<file path="config.mk">
export PLATFORM = sky130hd
export DESIGN_NAME = hex_display_scanner_flat
export DESIGN_NICKNAME = d
export VERILOG_FILES = /design/src/rtl/hex_display_scanner_if.sv /design/src/rtl/hex_display_scanner.sv /design/src/flat_wrapper.sv
export SDC_FILE = /design/constraint.sdc
export NUM_CORES = 1
export LEC_CHECK = 0
export ABC_AREA = 1
export CORE_ASPECT_RATIO = 0.7
export CORE_UTILIZATION = 38
export CTS_CLUSTER_DIAMETER = 40
export DETAILED_ROUTE_END_ITERATION = 10
export PLACE_DENSITY = 0.77
export SLEW_MARGIN = 20
export SYNTH_ARGS = -nofsm -noshare
export SYNTH_HDL_FRONTEND = slang
export SYNTH_SLANG_ARGS = --single-unit
</file>
<file path="constraint.sdc">
create_clock -name clk -period 9.65 [get_ports clk]
set_input_delay 2.4125 -clock clk [delete_from_list [all_inputs] [get_ports clk]]
set_output_delay 2.4125 -clock clk [all_outputs]
set_load 0.02 [all_outputs]
</file>
<file path="src/rtl/hex_display_scanner_if.sv">
// hex_display_scanner_if
// Bundles the debug words, channel-control inputs and the display pins of
// the seven-segment scanner.
//   data        : CHANNELS packed words, channel c digit d at [(c*DIGITS+d)*4 +: 4]
//   sel         : manual channel select (clamped by the scanner)
//   auto_rotate : 1 = rotate channels automatically, 0 = follow sel
//   freeze      : 1 = hold snapshot and channel at frame boundaries
//   out7        : segments, active-low, out7[0]=a .. out7[6]=g
//   en_out      : digit anodes, active-low
//   chan        : channel currently shown
//   frame_tick  : one-cycle pulse at each frame start
// Modports: master drives data/controls (datapath side), slave is the scanner.
interface hex_display_scanner_if #(
    parameter int DIGITS   = 8,
    parameter int CHANNELS = 4
);
    localparam int SEL_W = (CHANNELS > 1) ? $clog2(CHANNELS) : 1;

    logic [CHANNELS*DIGITS*4-1:0] data;
    logic [SEL_W-1:0]             sel;
    logic                         auto_rotate;
    logic                         freeze;
    logic [6:0]                   out7;
    logic [DIGITS-1:0]            en_out;
    logic [SEL_W-1:0]             chan;
    logic                         frame_tick;

    modport master (
        output data, sel, auto_rotate, freeze,
        input  out7, en_out, chan, frame_tick
    );

    modport slave (
        input  data, sel, auto_rotate, freeze,
        output out7, en_out, chan, frame_tick
    );
endinterface

</file>
<file path="src/rtl/hex_display_scanner.sv">
// hex_display_scanner
// Multiplexed seven-segment driver. Scans DIGITS common-anode digits from one
// of CHANNELS hex words, selected manually or by automatic rotation. The shown
// word is snapshotted at each frame boundary so mid-frame changes never tear.
// Ports:
//   clk : system clock, rising edge
//   rst : asynchronous, active-high reset
//   bus : hex_display_scanner_if.slave (data/sel/auto_rotate/freeze in,
//         out7/en_out/chan/frame_tick out)
// Optional feature: define DISP_LZB_EN for leading-zero blanking (digits above
// the highest nonzero digit are dark; digit 0 always shown).
module hex_display_scanner #(
    parameter int DIGITS     = 8,
    parameter int CHANNELS   = 4,
    parameter int SCAN_DIV   = 100000,
    parameter int ROT_FRAMES = 1000
) (
    input logic                    clk,
    input logic                    rst,
    hex_display_scanner_if.slave   bus
);
    localparam int SEL_W  = (CHANNELS > 1) ? $clog2(CHANNELS) : 1;
    localparam int DIG_W  = (DIGITS > 1) ? $clog2(DIGITS) : 1;
    localparam int PRE_W  = $clog2(SCAN_DIV);
    localparam int FC_W   = $clog2(ROT_FRAMES + 1);
    localparam int WORD_W = DIGITS * 4;

    logic [PRE_W-1:0]  prescaler;
    // Index of the digit to be shown at the next scan tick; a tick with
    // index 0 is therefore a frame boundary, including the first one.
    logic [DIG_W-1:0]  digit_idx;
    logic [FC_W-1:0]   frame_cnt;
    logic [SEL_W-1:0]  chan_q;
    logic [WORD_W-1:0] snapshot;
    logic [DIGITS-1:0] en_q;
    logic [6:0]        seg_q;
    logic              tick_q;

    logic              scan_tick;
    logic              boundary;
    logic [SEL_W-1:0]  sel_clamped;
    logic [SEL_W-1:0]  chan_next;
    logic [FC_W-1:0]   fc_next;
    logic [WORD_W-1:0] snap_next;
    logic [3:0]        cur_digit;
    logic [DIGITS-1:0] en_next;
    logic [6:0]        seg_next;
    logic [WORD_W-1:0] words [CHANNELS];

    function automatic logic [6:0] hex_to_seg(input logic [3:0] v);
        case (v)
            4'h0: hex_to_seg = 7'b1000000;
            4'h1: hex_to_seg = 7'b1111001;
            4'h2: hex_to_seg = 7'b0100100;
            4'h3: hex_to_seg = 7'b0110000;
            4'h4: hex_to_seg = 7'b0011001;
            4'h5: hex_to_seg = 7'b0010010;
            4'h6: hex_to_seg = 7'b0000010;
            4'h7: hex_to_seg = 7'b1111000;
            4'h8: hex_to_seg = 7'b0000000;
            4'h9: hex_to_seg = 7'b0010000;
            4'hA: hex_to_seg = 7'b0001000;
            4'hB: hex_to_seg = 7'b0000011;
            4'hC: hex_to_seg = 7'b1000110;
            4'hD: hex_to_seg = 7'b0100001;
            4'hE: hex_to_seg = 7'b0000110;
            default: hex_to_seg = 7'b0001110;
        endcase
    endfunction

    for (genvar c = 0; c < CHANNELS; c++) begin : g_words
        assign words[c] = bus.data[c*WORD_W +: WORD_W];
    end

    assign scan_tick   = (prescaler == PRE_W'(SCAN_DIV - 1));
    assign boundary    = scan_tick && (digit_idx == '0);
    assign sel_clamped = (bus.sel > SEL_W'(CHANNELS - 1)) ? SEL_W'(CHANNELS - 1) : bus.sel;

    // Channel, rotation counter and snapshot for the next cycle. The snapshot
    // follows the new channel in the same cycle so a switch starts at digit 0.
    always_comb begin
        chan_next = chan_q;
        fc_next   = frame_cnt;
        if (!bus.auto_rotate) begin
            fc_next = '0;
        end
        if (boundary && !bus.freeze) begin
            if (!bus.auto_rotate) begin
                chan_next = sel_clamped;
            end else if (frame_cnt == FC_W'(ROT_FRAMES - 1)) begin
                fc_next   = '0;
                chan_next = (chan_q == SEL_W'(CHANNELS - 1)) ? '0 : chan_q + SEL_W'(1);
            end else begin
                fc_next = frame_cnt + FC_W'(1);
            end
        end
        snap_next = (boundary && !bus.freeze) ? words[chan_next] : snapshot;
    end

    // Digit/segment pattern for the slot that starts after this tick.
    always_comb begin
        cur_digit = '0;
        en_next   = '1;
        for (int d = 0; d < DIGITS; d++) begin
            if (DIG_W'(d) == digit_idx) begin
                cur_digit  = snap_next[d*4 +: 4];
                en_next[d] = 1'b0;
            end
        end
        seg_next = hex_to_seg(cur_digit);
`ifdef DISP_LZB_EN
        begin : lzb
            logic [DIG_W-1:0] top_idx;
            top_idx = '0;
            for (int d = 0; d < DIGITS; d++) begin
                if (snap_next[d*4 +: 4] != 4'h0) begin
                    top_idx = DIG_W'(d);
                end
            end
            if (digit_idx > top_idx) begin
                en_next  = '1;
                seg_next = 7'b1111111;
            end
        end
`endif
    end

    // Prescaler, scan position, channel state and registered display outputs.
    always_ff @(posedge clk or posedge rst) begin
        if (rst) begin
            prescaler <= '0;
            digit_idx <= '0;
            frame_cnt <= '0;
            chan_q    <= '0;
            snapshot  <= '0;
            en_q      <= '1;
            seg_q     <= 7'b1111111;
            tick_q    <= 1'b0;
        end else begin
            prescaler <= scan_tick ? '0 : prescaler + PRE_W'(1);
            frame_cnt <= fc_next;
            chan_q    <= chan_next;
            snapshot  <= snap_next;
            tick_q    <= boundary;
            if (scan_tick) begin
                digit_idx <= (digit_idx == DIG_W'(DIGITS - 1)) ? '0 : digit_idx + DIG_W'(1);
                en_q      <= en_next;
                seg_q     <= seg_next;
            end
        end
    end

    assign bus.out7       = seg_q;
    assign bus.en_out     = en_q;
    assign bus.chan       = chan_q;
    assign bus.frame_tick = tick_q;
endmodule
</file>
<file path="src/flat_wrapper.sv">
// flat-port wrapper written by rule: the top's interface ports become plain ports
module hex_display_scanner_flat 
#(
    parameter int DIGITS     = 8,
    parameter int CHANNELS   = 4,
    parameter int SCAN_DIV   = 100000,
    parameter int ROT_FRAMES = 1000
)
  (clk, rst, bus_data, bus_sel, bus_auto_rotate, bus_freeze, bus_out7, bus_en_out, bus_chan, bus_frame_tick);
  hex_display_scanner_if #(.DIGITS(DIGITS), .CHANNELS(CHANNELS)) bus_i ();
  input logic clk;
  input logic rst;
  input wire logic [$bits(bus_i.data)-1:0] bus_data;
  input wire logic [$bits(bus_i.sel)-1:0] bus_sel;
  input wire logic [$bits(bus_i.auto_rotate)-1:0] bus_auto_rotate;
  input wire logic [$bits(bus_i.freeze)-1:0] bus_freeze;
  output wire logic [$bits(bus_i.out7)-1:0] bus_out7;
  output wire logic [$bits(bus_i.en_out)-1:0] bus_en_out;
  output wire logic [$bits(bus_i.chan)-1:0] bus_chan;
  output wire logic [$bits(bus_i.frame_tick)-1:0] bus_frame_tick;
  assign bus_i.data = bus_data;
  assign bus_i.sel = bus_sel;
  assign bus_i.auto_rotate = bus_auto_rotate;
  assign bus_i.freeze = bus_freeze;
  assign bus_out7 = bus_i.out7;
  assign bus_en_out = bus_i.en_out;
  assign bus_chan = bus_i.chan;
  assign bus_frame_tick = bus_i.frame_tick;
  hex_display_scanner #(.DIGITS(DIGITS), .CHANNELS(CHANNELS), .SCAN_DIV(SCAN_DIV), .ROT_FRAMES(ROT_FRAMES)) u_core (.clk(clk), .rst(rst), .bus(bus_i));
endmodule
</file>
# ---- Yosys cells after proc, flatten, opt, wreduce, memory -nomap -nowiden
# Memories as Yosys holds them, arrays and structs flattened. A register that Yosys moved wholly into a read port is not among the register bits.
# Index checks and enable logic that the tools add are counted.
dict set report word_totals {
  rom_bits 112
  latchBits 0
  ramBits 0
  out_inout_bits 18
  input_bits 134
  mem_count 1
  ff_bits 73
  word_cells 61
}
dict set report op_classes {
  shifts 0
  n_lt_le_gt_ge 2
  n_mul 0
  muxes 31
  bitwise 1
  n_div 0
  n_reduce_logical 4
  eq_ne 11
  add_sub_neg 4
}
# memory words width read_ports rd_ports_with_merged_regs wr line_no
set memory_table {}
lappend memory_table {{(no name shown)} 16 7 1 1 0 hex_display_scanner.sv:51} ;# case (v)
# operator n
set ops {}
lappend ops {{32-bit two-way mux} 3}
lappend ops {{32-bit binary-select mux with 2-bit select} 1}
lappend ops {{10-bit two-way mux} 4}
lappend ops {{4-bit two-way mux} 8}
lappend ops {{17-bit by 1-bit adder with 17-bit output, second input constant} 1}
lappend ops {{17-bit equality test, second input constant} 1}
lappend ops {{17-bit two-way mux} 1}
lappend ops {{3-bit equality test, first input constant} 4}
lappend ops {{10-bit by 1-bit adder with 10-bit output, second input constant} 1}
lappend ops {{10-bit equality test, second input constant} 1}
lappend ops {{2-bit two-way mux} 5}
lappend ops {{1-bit two-way mux} 8}
lappend ops {{2-bit by 3-bit equality test with 1-bit output, first input constant} 2}
lappend ops {{3-bit by 1-bit adder with 3-bit output, second input constant} 1}
lappend ops {{1-bit by 3-bit equality test with 1-bit output, first input constant} 1}
lappend ops {{3-bit equality test, second input constant} 1}
lappend ops {{3-bit >= comparator, second input constant} 1}
lappend ops {{3-bit zero test} 1}
lappend ops {{3-bit two-way mux} 1}
lappend ops {{2-bit NOT with 3-bit output} 1}
lappend ops {{2-bit by 1-bit adder with 2-bit output, second input constant} 1}
lappend ops {{2-bit equality test, second input constant} 1}
lappend ops {{2-bit greater-than comparator, second input constant} 1}
lappend ops {{1-bit logical AND} 2}
lappend ops {{1-bit zero test} 1}

# ---- Longest topological paths before layout
# Gate-level depths: netlist (run 1).
dict set report depth {
  ltp_word 18
  depth_mapped 33
}

# ---- Worst setup path before layout (run 1)
# No wires, ideal clock.
dict set report synth_path {
  path_kind {input to register}
  from {input port bus_auto_rotate}
  to {register u_core.seg_q[1] (netlist: u_core.bus.out7[1])}
  path_buffers 4
  cell_stages 20
  path_slack_ns 4.861
  arrival_ns 4.728
  path_cell_list {buf_2 -> or2_2 -> nand2_1 -> nand2_4 -> nand2_4 -> buf_8 -> buf_8 -> buf_8 -> nor2_1 -> o22ai_1 -> o21bai_1 -> a21oi_1 -> nand2_1 -> nand2_1 -> nand2_1 -> ha_1 -> nand3_1 -> a21oi_1 -> nand2_1 -> nand2_1}
}
dict set report synth_between {
  elab_chain_len 15
}
# item line_no
set synth_lines {}
lappend synth_lines {{start: declaration} flat_wrapper.sv:15} ;# input wire logic [$bits(bus_i.auto_rotate)-1:0] bus_auto_rotate;
lappend synth_lines {{2-bit two-way mux *} hex_display_scanner.sv:88} ;# if (!bus.auto_rotate) begin
lappend synth_lines {{2-bit two-way mux *} hex_display_scanner.sv:87} ;# if (boundary && !bus.freeze) begin
lappend synth_lines {{2-bit NOT with 3-bit output (not written as such) *} hex_display_scanner.sv:97} ;# snap_next = (boundary && !bus.freeze) ? words[chan_next] : snapshot;
lappend synth_lines {{32-bit binary-select mux with 2-bit select *} hex_display_scanner.sv:97}
lappend synth_lines {{32-bit two-way mux (not written as such) * (2 in a row)} hex_display_scanner.sv:97}
lappend synth_lines {{32-bit two-way mux *} hex_display_scanner.sv:97}
lappend synth_lines {{4-bit two-way mux (7 in a row)} hex_display_scanner.sv:105} ;# if (DIG_W'(d) == digit_idx) begin
lappend synth_lines {{4-bit two-way mux *} hex_display_scanner.sv:105}
lappend synth_lines {{end: declaration} hex_display_scanner.sv:36} ;# logic [6:0] seg_q;
# Every way passes the cells marked *; elsewhere a longest branch is shown, timed or not. The select of a mux whose other input is x is not followed.
# A chain may end at the register's enable or synchronous reset.

# ---- Worst setup path in the final report (run 1)
dict set report layout_path {
  from {input port bus_freeze}
  to {register u_core.seg_q[3] (netlist: u_core.bus.out7[3])}
}
dict set report layout_between {
  elab_chain_len 16
}
# item line_no
set layout_lines {}
lappend layout_lines {{start: declaration} flat_wrapper.sv:16} ;# input wire logic [$bits(bus_i.freeze)-1:0] bus_freeze;
lappend layout_lines {{1-bit zero test *} {hex_display_scanner.sv:87, hex_display_scanner.sv:97}}
lappend layout_lines {{1-bit logical AND *} {hex_display_scanner.sv:87, hex_display_scanner.sv:97}}
lappend layout_lines {{2-bit two-way mux} hex_display_scanner.sv:87}
lappend layout_lines {{2-bit NOT with 3-bit output (not written as such)} hex_display_scanner.sv:97}
lappend layout_lines {{32-bit binary-select mux with 2-bit select} hex_display_scanner.sv:97}
lappend layout_lines {{32-bit two-way mux (not written as such) (2 in a row)} hex_display_scanner.sv:97}
lappend layout_lines {{32-bit two-way mux *} hex_display_scanner.sv:97}
lappend layout_lines {{4-bit two-way mux (7 in a row)} hex_display_scanner.sv:105}
lappend layout_lines {{4-bit two-way mux *} hex_display_scanner.sv:105}
# Marked as above.

==> qor.csv, run 1 <==
stage,metric,value,unit
clock_network,Post-CTS Resized,0,
worst_setup_path,critical path required time,9920,ps
floorplanning,Initial Utilization,0.3971,
clock_network,CTS Hold Bufs,0,
clock_network,CTS tree,yes,
timing,Rel. slew slack,0.2797,
synthesis,syn avg cell area,6.956,sq um
synthesis,largest family of logic cells by synthesized area,simple AND/OR/NAND/NOR gates,
power_and_ir_drop,maximum VDD drop,92.18,uV
route,drt first pass iters,6,
global_route,largest net degree at the start of global routing,81,
clock_network,CTS root buf,clkbuf_16,
cells_and_area,most frequent cells in the layout,"nand2_1, clkdlybuf4s50_1, inv_1",
cells_and_area,multi-input logic area,2935,sq um
synthesis,Async SR Flop Fraction,1.000,
worst_setup_path,startpoint types,primary input,
clock_network,Max clock buf depth,2,
floorplanning,Core Region,14190,sq um
timing,Worst-Margin Slew,1075,ps
route,drt wl/cell,13.95,um
cells_and_area,area delta synth->final,33.36,%
synthesis,"Top FF cell, synth",dfrtp_1,
cells_and_area,share of layout cells above drive strength 1,0.08421,
timing,skew final,8.422,ps
timing,fin crit share,0.6446,
timing,fin crit period,6221,ps
worst_setup_path,worst path arrival time,6490,ps
route,# DRC,0,
clock_network,"Reg clk slew, reported paths",60,ps
synthesis,post-synthesis cell type count,51,
run,max-cap violations,0,
synthesis,xor and xnor area share after synthesis,0.004664,
cells_and_area,FILL cells,1347,
global_route,first-pass GRT wire length,26980,um
worst_setup_path,crit path capture type,flop,
timing,unrepaired setup endpoints after global routing,false,
synthesis,Post-Syn Area,5634,sq um
synthesis,Synth Area in Adders,0.03331,
placement,HPWL after DPL,11720,um
worst_setup_path,"Max FO, Critical Path",42,
worst_setup_path,Setup Crit Path Kind,in2reg,
placement,routability cong.,0.8958,
cells_and_area,final net count,1094,
power_and_ir_drop,Pwr Total,0.8525,mW
floorplanning,Rows,36,
power_and_ir_drop,pwr/cell area,113.5,nW/um^2
timing,Slew Limit Fails,0,
route,total number of vias,5668,
clock_network,clock sinks,80,
timing,final setup TNS,0,ps
global_route,grt ovf,0,
synthesis,syn_nets,959,
outcome,status,completed,
clock_network,clk_lat worst skew,340,ps
timing,Max Clk Rate,0.1608,GHz
timing,Min Hold Slack,467.3,ps
synthesis,Synth warnings,0,
cells_and_area,"commonest non-fill, non-tap cell in the layout",nand2_1,
synthesis,Synth Instances,810,
placement,IO buf count,151,
min_path,Hold Crit Class,reg2reg,
global_route,Total GRT Usage,0.2182,
synthesis,Post-synth EDFFs,0,
route,post-detailed-route count of antenna-violating nets,0,
global_route,initial antenna violation count,0,
floorplanning,die height,103.9,um
cells_and_area,Storage cell area,2021,sq um
timing,Final Hold Violating Endpoints,0,
synthesis,Simple-Gate Fraction of Synth Area,0.3282,
global_route,vias in the first global route,5710,
cells_and_area,antenna cells,0,
clock_network,Post-CTS Setup Repair Bufs,0,
power_and_ir_drop,LEAKAGE,3.565,nW
floorplanning,I/O pins,152,
synthesis,multiplexer share of the synthesized area,0,
route,DR vias/cell,4.972,
synthesis,post-synthesis compound-gate area fraction,0.1548,
route,Starting DRT DRC Count,394,
floorplanning,Die Wd,147.5,um
timing,setup violators final,0,
clock_network,H-tree depth,3,
route,final wirelength,15900,um
floorplanning,die area,15330,sq um
clock_network,cts bufs inserted,9,
synthesis,sequential share of the synthesized area,0.3586,
synthesis,#FFs+latches synth,80,
registers in the layout, summed over array words and instances, names as in the netlist:
register               flops
u_core.bus.chan            2
u_core.bus.en_out          8
u_core.prescaler          17
u_core.bus.out7            7
u_core.bus.frame_tick      1
u_core.frame_cnt          10
u_core.digit_idx           3
u_core.snapshot           32
cell families after synthesis:
kind of cell	after synthesis
xor+xnor	3
fa+ha+maj	15
compound gates	141
buf+inv	155
simple gates	416
flops	80
power by group:
part / leakage, nW / total, mW / internal (mW) / switching [mW]
sequential: 0.994 / 0.349 / 0.346 / 0.00351
clock: 0.137 / 0.347 / 0.208 / 0.139
combinational: 2.43 / 0.157 / 0.0806 / 0.0759
per-stage QoR:
stage                 util  worst slack, ps  area (sq um)  std cells
finish              0.5295             3429          7513       1140
global route        0.5295             2999          7513       1140
CTS                 0.5293             3435          7510       1140
detailed placement  0.5076             3111          7202       1124
global placement    0.5076             3265          7202       1124
floorplan                -             4861          5634        810
final cells by class:
cell class	count	share of cell area
tap	190	0.03164
timing repair buffer	155	0.2057
sequential	80	0.2689
clock buffer	10	0.03181
inverter	124	0.06211
multi-input combinational	575	0.3907
clock inverter	6	0.009159
layer usage:
metal | track usage | up-vias | wire length (um) | share of wire
li1 | - | 2860 | - | -
met1 | 0.3032 | 2605 | 7895 | 0.50
met2 | 0.3410 | 185 | 6794 | 0.43
met3 | 0.04649 | 18 | 985 | 0.062
met4 | 0.06112 | 0 | 224 | 0.014
met5 | 0 | - | 0 | 0
cells in the mapped netlist, types with 3 or more instances:
cell type  number  area [sq um]
a21boi_0        4         30.03
a21oi_1        22         110.1
a31oi_1        12         75.07
buf_2          11         55.05
buf_4           3         22.52
buf_6           5         56.30
buf_8           3         45.04
clkbuf_1        8         30.03
dfrtp_1        65          1627
dfstp_2        15         394.1
ha_1           15         187.7
inv_1         115         431.7
inv_2           7         26.28
nand2_1       205         769.5
nand2_2         7         43.79
nand2_4         4         45.04
nand3_1        84         420.4
nand3b_1        3         22.52
nand4_1         4         25.02
nor2_1         80         300.3
nor2_2          4         25.02
nor3_1          7         35.03
o21a_1          6         45.04
o21ai_0        46         230.2
o21ai_1        10         50.05
o21bai_1       18         135.1
o221ai_1        3         26.28
o22ai_1         9         56.30
or2_2           6         37.54
critical path, cell delays in order:
cell             delay (ps)
clkdlybuf4s50_1         540
nor2_4                  840
nand3_2                 130
nand2_2                  90
buf_4                   340
inv_2                   330
nand3_1                 180
nand3_1                  70
nand2_1                 130
a21oi_1                  80
nand2_1                 120
nand2_1                  60
nand2_1                  60
nand2_1                  70
nand2_1                  60
nand2_1                  50
o21ai_2                 120
inv_1                   140
ha_1                    230
nand3_1                 130
nand2_1                  70
nand2_1                  50
nand2_1                  40
nand2_1                  50
nand2_1                  50
worst paths after layout:
kind                       slack, ps  cells after the start             endpoint           startpoint
max in group asynchronous       6560                      3  u_core.snapshot[26]                  rst
max reg2reg                     4950                     30   u_core.bus.out7[3]  u_core.prescaler[0]
min in group asynchronous       2610                      3  u_core.prescaler[2]                  rst
min                              470                      1  u_core.prescaler[0]  u_core.prescaler[0]
max                             3430                     25   u_core.bus.out7[3]           bus_freeze
min reg2reg                      470                      1  u_core.prescaler[0]  u_core.prescaler[0]
(Power assumes the default switching activity.)
==> run 2, diff against run 1 <==
clock period = 6 ns   (was 9.65 ns; I/O delays follow)
==> run 2 against run 1 <==
Combinational power grew 61%. Final cell count grew 0.18%. Sequential share of layout area fell by 0.11 points. Routed wire length decreased by 0.62%. Power grew 66%. First-iteration DRC count down 18%. Die area is the same. Sequential power is 61% higher. Clock skew is 3.0 ps lower. Critical path depth unchanged. Worst setup slack got worse by 2300 ps. Critical path type unchanged. Critical endpoint unchanged.
==> qor.csv, run 2 (synthesized netlist as in run 1, its figures left out) <==
stage,metric,value,unit
outcome,status,completed,
worst_setup_path,R2R Setup Slk,2020,ps
clock_network,Post-CTS Setup Repair Bufs,0,
cells_and_area,fin util,0.5317,
power_and_ir_drop,maximum VDD drop,160.4,uV
timing,final setup TNS,0,ps
power_and_ir_drop,LEAKAGE,3.595,nW
worst_setup_path,Bufs and invs on worst path,3,
timing,setup violators final,0,
global_route,initial antenna violation count,0,
worst_setup_path,r2r endpoint,u_core.bus.out7[3],
global_route,grt ovf,0,
cells_and_area,Layout Cells excl Fill,1142,
min_path,Hold Crit Class,reg2reg,
worst_setup_path,Crit path max-delay family,simple AND/OR/NAND/NOR gates,
route,drt first pass iters,5,
worst_setup_path,crit path from,bus_freeze,
worst_setup_path,CP peak stage delay,650,ps
power_and_ir_drop,pwr/cell area,188.0,nW/um^2
floorplanning,I/O pins,152,
route,# DRC,0,
placement,HPWL after DPL,11910,um
timing,fin crit period,4839,ps
global_route,largest net degree at the start of global routing,63,
timing,Min Hold Slack,455.6,ps
worst_setup_path,"Slowest-stage cell, CP",clkdlybuf4s50_1,
route,post-detailed-route count of antenna-violating nets,0,
worst_setup_path,Worst path depth,25,
cells_and_area,share of layout cells above drive strength 1,0.08613,
route,Starting DRT DRC Count,325,
placement,routability cong.,0.9154,
global_route,vias in the first global route,5486,
clock_network,"Reg clk slew, reported paths",60,ps
placement,Post-DP Area,7217,sq um
clock_network,CTS root buf,clkbuf_16,
cells_and_area,"commonest non-fill, non-tap cell in the layout",nand2_1,
timing,unrepaired setup endpoints after global routing,false,
clock_network,clk_lat worst skew,350,ps
route,drt wl/cell,13.84,um
worst_setup_path,startpoint types,primary input,
cells_and_area,Largest Register,u_core.snapshot,
timing,Slew Limit Fails,0,
timing,Final Hold Violating Endpoints,0,
floorplanning,Core Region,14190,sq um
global_route,Total GRT Usage,0.2159,
global_route,first-pass GRT wire length,26650,um
cells_and_area,area delta synth->final,33.91,%
clock_network,Max clock buf depth,2,
clock_network,CTS tree,yes,
run,max-cap violations,0,
cells_and_area,max reg flops,32,
worst_setup_path,RR Startpoint,u_core.prescaler[0],
timing,Rel. slew slack,0.3745,
floorplanning,die area,15330,sq um
worst_setup_path,"Max FO, Critical Path",62,
worst_setup_path,worst path arrival time,5120,ps
cells_and_area,"Design Area, Final",7545,sq um
timing,Worst-Margin Slew,938.3,ps
clock_network,cts bufs inserted,9,
timing,fin crit share,0.8066,
placement,IO buf count,151,
clock_network,clock sinks,80,
clock_network,Post-CTS Resized,0,
route,final wirelength,15800,um
clock_network,H-tree depth,3,
worst_setup_path,most frequent CP cell,nand2_1,
floorplanning,die height,103.9,um
floorplanning,Die Wd,147.5,um
worst_setup_path,Register-to-Register Path Depth,29,
timing,Max Clk Rate,0.2066,GHz
floorplanning,Rows,36,
worst_setup_path,critical path required time,6280,ps
floorplanning,Initial Utilization,0.3971,
cells_and_area,most frequent cells in the layout,"nand2_1, clkdlybuf4s50_1, inv_1",
placement,post-placement cell count,1126,
cells_and_area,antenna cells,0,
cells_and_area,top flop regs,"u_core.snapshot: 32 flops, u_core.prescaler: 17 flops, u_core.frame_cnt: 10 flops",
worst_setup_path,crit path to,u_core.bus.out7[3],
route,total number of vias,5674,
cells_and_area,final net count,1096,
clock_network,CTS Hold Bufs,0,
route,DR vias/cell,4.968,
timing,skew final,5.443,ps
worst_setup_path,crit path capture type,flop,
worst_setup_path,Setup Crit Path Kind,in2reg,
==> run 2: cell types whose count changed in the layout (fill, tap and decap cells not counted), sizes merged <==
cell	change
clkinv	+1
clkbuf	-1
inv	+2
clkinvlp	-3
buf	+2
bufinv	+1
==> run 2: metal layers <==
layer | GRT usage | routed length (um) | vias to the layer above
li1 | - | - | 2871
met1 | 0.2969 | 7694 | 2591
met4 | 0.05007 | 191 | 0
met3 | 0.04605 | 1037 | 17
met5 | 0 | 0 | -
met2 | 0.3457 | 6879 | 195
==> run 2: cell type report <==
cell class,instances,area (sq um)
Fill cell,1376,6644
Multi-Input combinational cell,575,2935
Sequential cell,80,2021
Timing Repair Buffer,157,1556
Inverter,124,466.7
Tap cell,190,237.7
Clock buffer,9,225.2
Clock inverter,7,102.6
==> run 2: where the power goes <==
part	switching (mW)	internal, mW
sequential	0.00559	0.556
clock	0.235	0.369
combinational	0.123	0.129
total	0.364	1.05
==> run 2: worst min-delay path by stage <==
stage | startpoint | end | slack (ps) | cells after the start
after floorplan | u_core.prescaler[0] | u_core.prescaler[0] | 430 | 1
after global placement | u_core.prescaler[0] | u_core.prescaler[0] | 450 | 1
after detailed placement | u_core.prescaler[0] | u_core.prescaler[0] | 450 | 1
after CTS | u_core.prescaler[0] | u_core.prescaler[0] | 460 | 1
after global routing | u_core.bus.out7[0] | u_core.bus.out7[0] | 490 | 2
final | u_core.prescaler[0] | u_core.prescaler[0] | 460 | 1
==> run 2: stage by stage <==
step	power [mW]	setup WS, ps
final	1.418	1161
after global routing	1.485	780.2
after CTS	1.429	1211
after detailed placement	0.8232	872.2
after global placement	0.8200	1010
after floorplan	0.7072	2124
==> run 3, diff against run 2 <==
PLACE_DENSITY = 0.8   (was 0.77)
clock period = 4.4 ns   (was 6 ns; I/O delays follow)
==> run 3 against run 2 <==
Final cell count grew 0.96%. Sequential power grew 36%. Flip-flop and latch count is the same. Clock skew is essentially flat. First-iteration DRC count shrank 8.9%. Hold slack gained 16 ps. Register-to-register slack lost 1400 ps. Routed wire length grew 1.8%. Die area is the same. Critical path type unchanged. Largest power group unchanged.
==> qor.csv, run 3 (synthesized netlist as in run 1, its figures left out) <==
stage,metric,value,unit
outcome,status,completed,
clock_network,Post-CTS Setup Repair Bufs,0,
power_and_ir_drop,P_int,1.471,mW
clock_network,H-tree depth,3,
clock_network,clock sinks,80,
cells_and_area,final net count,1107,
clock_network,CTS root buf,clkbuf_16,
worst_setup_path,crit-path cells,clkdlybuf4s50_1 > inv_1 > nand4_2 > nand2_1 > nand2_2 > inv_2 > buf_4 > o21ai_0 > o21bai_1 > a31oi_1 > nand2_1 > nand2_1 > inv_1 > nand2_1 > o21ai_2 > inv_1 > ha_1 > nand3_1 > nand3_1 > nand3_1 > nand2_1,
placement,routability cong.,0.8957,
timing,unrepaired setup endpoints after global routing,false,
cells_and_area,max reg flops,32,
worst_setup_path,CP peak stage delay,550,ps
route,Starting DRT DRC Count,296,
worst_setup_path,worst path arrival time,4270,ps
clock_network,Max clock buf depth,2,
timing,Worst-Margin Slew,855.6,ps
cells_and_area,share of layout cells above drive strength 1,0.09450,
timing,final setup TNS,0,ps
route,drt first pass iters,5,
placement,HPWL after DPL,12180,um
power_and_ir_drop,combinational share of power,0.183,
route,post-detailed-route count of antenna-violating nets,0,
floorplanning,I/O pins,152,
power_and_ir_drop,clock power share,0.422,
route,# DRC,0,
floorplanning,die height,103.9,um
power_and_ir_drop,maximum VDD drop,214.5,uV
floorplanning,Core Region,14190,sq um
timing,fin crit share,0.9058,
floorplanning,Initial Utilization,0.3971,
cells_and_area,"commonest non-fill, non-tap cell in the layout",nand2_1,
route,drt wl/cell,13.95,um
cells_and_area,area delta synth->final,35.55,%
cells_and_area,antenna cells,0,
clock_network,CTS tree,yes,
global_route,Total GRT Usage,0.2191,
floorplanning,Die Wd,147.5,um
route,total number of vias,5795,
timing,Max Clk Rate,0.2509,GHz
worst_setup_path,"Slowest-stage cell, CP",clkdlybuf4s50_1,
cells_and_area,Layout Cells excl Fill,1153,
cells_and_area,Largest Register,u_core.snapshot,
power_and_ir_drop,LEAKAGE,3.654,nW
min_path,Hold Crit Class,reg2reg,
worst_setup_path,Worst path depth,21,
timing,Slew Limit Fails,0,
cells_and_area,top flop regs,"u_core.snapshot: 32 flops, u_core.prescaler: 17 flops, u_core.frame_cnt: 10 flops",
clock_network,CTS Hold Bufs,0,
power_and_ir_drop,Sw Share,0.2420,
power_and_ir_drop,pwr/cell area,254.1,nW/um^2
power_and_ir_drop,Sw Pwr,0.4697,mW
timing,setup violators final,0,
worst_setup_path,startpoint types,primary input,
cells_and_area,most frequent cells in the layout,"nand2_1, clkdlybuf4s50_1, inv_1",
timing,Final Hold Violating Endpoints,0,
worst_setup_path,Crit path max-delay family,buffers and inverters,
timing,fin crit period,3985,ps
global_route,largest net degree at the start of global routing,50,
clock_network,Post-CTS Resized,0,
power_and_ir_drop,Flop pwr share,0.395,
clock_network,cts bufs inserted,9,
route,DR vias/cell,5.026,
cells_and_area,fin util,0.5383,
global_route,vias in the first global route,5751,
placement,DP Worst Slack,80.50,ps
timing,Rel. slew slack,0.4296,
global_route,grt ovf,0,
worst_setup_path,Register-to-Register Path Depth,24,
route,final wirelength,16090,um
worst_setup_path,most frequent CP cell,nand2_1,
worst_setup_path,critical path required time,4680,ps
worst_setup_path,Bufs and invs on worst path,6,
placement,post-placement cell count,1137,
worst_setup_path,"Max FO, Critical Path",15,
floorplanning,Rows,36,
min_path,WHS Path Cells,2,
clock_network,clk_lat worst skew,340,ps
timing,PnR worst setup slack,414.7,ps
timing,skew final,5.820,ps
floorplanning,die area,15330,sq um
worst_setup_path,crit path capture type,flop,
worst_setup_path,Setup Crit Path Kind,in2reg,
run,max-cap violations,0,
global_route,initial antenna violation count,0,
clock_network,"Reg clk slew, reported paths",60,ps
placement,IO buf count,151,
global_route,first-pass GRT wire length,26970,um
cells_and_area,FILL cells,1344,
[run 3: metrics by stage]
step                      hold slack, ps  power, mW  cell area (sq um)
after floorplan                    432.9     0.9643               5634
after global placement             454.1      1.127               7312
after detailed placement           461.5      1.131               7312
after CTS                          473.8      1.949               7637
after global routing               493.3      2.019               7637
final                              471.3      1.941               7637
[run 3: worst paths after layout]
kind	from	to	slack, ps
min	u_core.bus.en_out[7]	u_core.bus.en_out[7]	470
max	bus_freeze	u_core.bus.out7[5]	410
min reg2reg	u_core.bus.en_out[7]	u_core.bus.en_out[7]	470
max reg2reg	u_core.prescaler[0]	u_core.bus.out7[5]	600
min in group asynchronous	rst	u_core.prescaler[6]	1230
max in group asynchronous	rst	u_core.bus.en_out[1]	2380
[run 3: final cells by class]
cell class / count / area [sq um] / area share
sequential: 80 / 2021 / 0.2646
clock inverter: 3 / 65.06 / 0.008519
inverter: 124 / 466.7 / 0.06111
clock buffer: 13 / 260.3 / 0.03408
tap: 190 / 237.7 / 0.03113
multi-input combinational: 575 / 2935 / 0.3843
timing repair buffer: 168 / 1652 / 0.2163
[run 3: tightest hold or removal path, stage by stage, from the launching register on]
cell     delay [ps]
dfstp_2         370
nand2_1          50
nand2_1          50
[run 3: routing by layer]
layer	wire, um	up-vias	global-route usage
li1	-	2898	-
met1	7550	2654	0.2995
met2	7028	221	0.3443
met3	1251	22	0.05175
met4	256	0	0.06186
met5	0	-	0
[run 3: power by group through the flow]
stage | Sequential [mW] | Combinational (mW) | Clock [mW]
2_1_floorplan | 0.779 | 0.186 | 0
3_3_place_gp | 0.779 | 0.348 | 0
3_5_place_dp | 0.780 | 0.352 | 0
4_1_cts | 0.767 | 0.355 | 0.827
5_1_grt | 0.769 | 0.392 | 0.858
6_report | 0.767 | 0.354 | 0.819
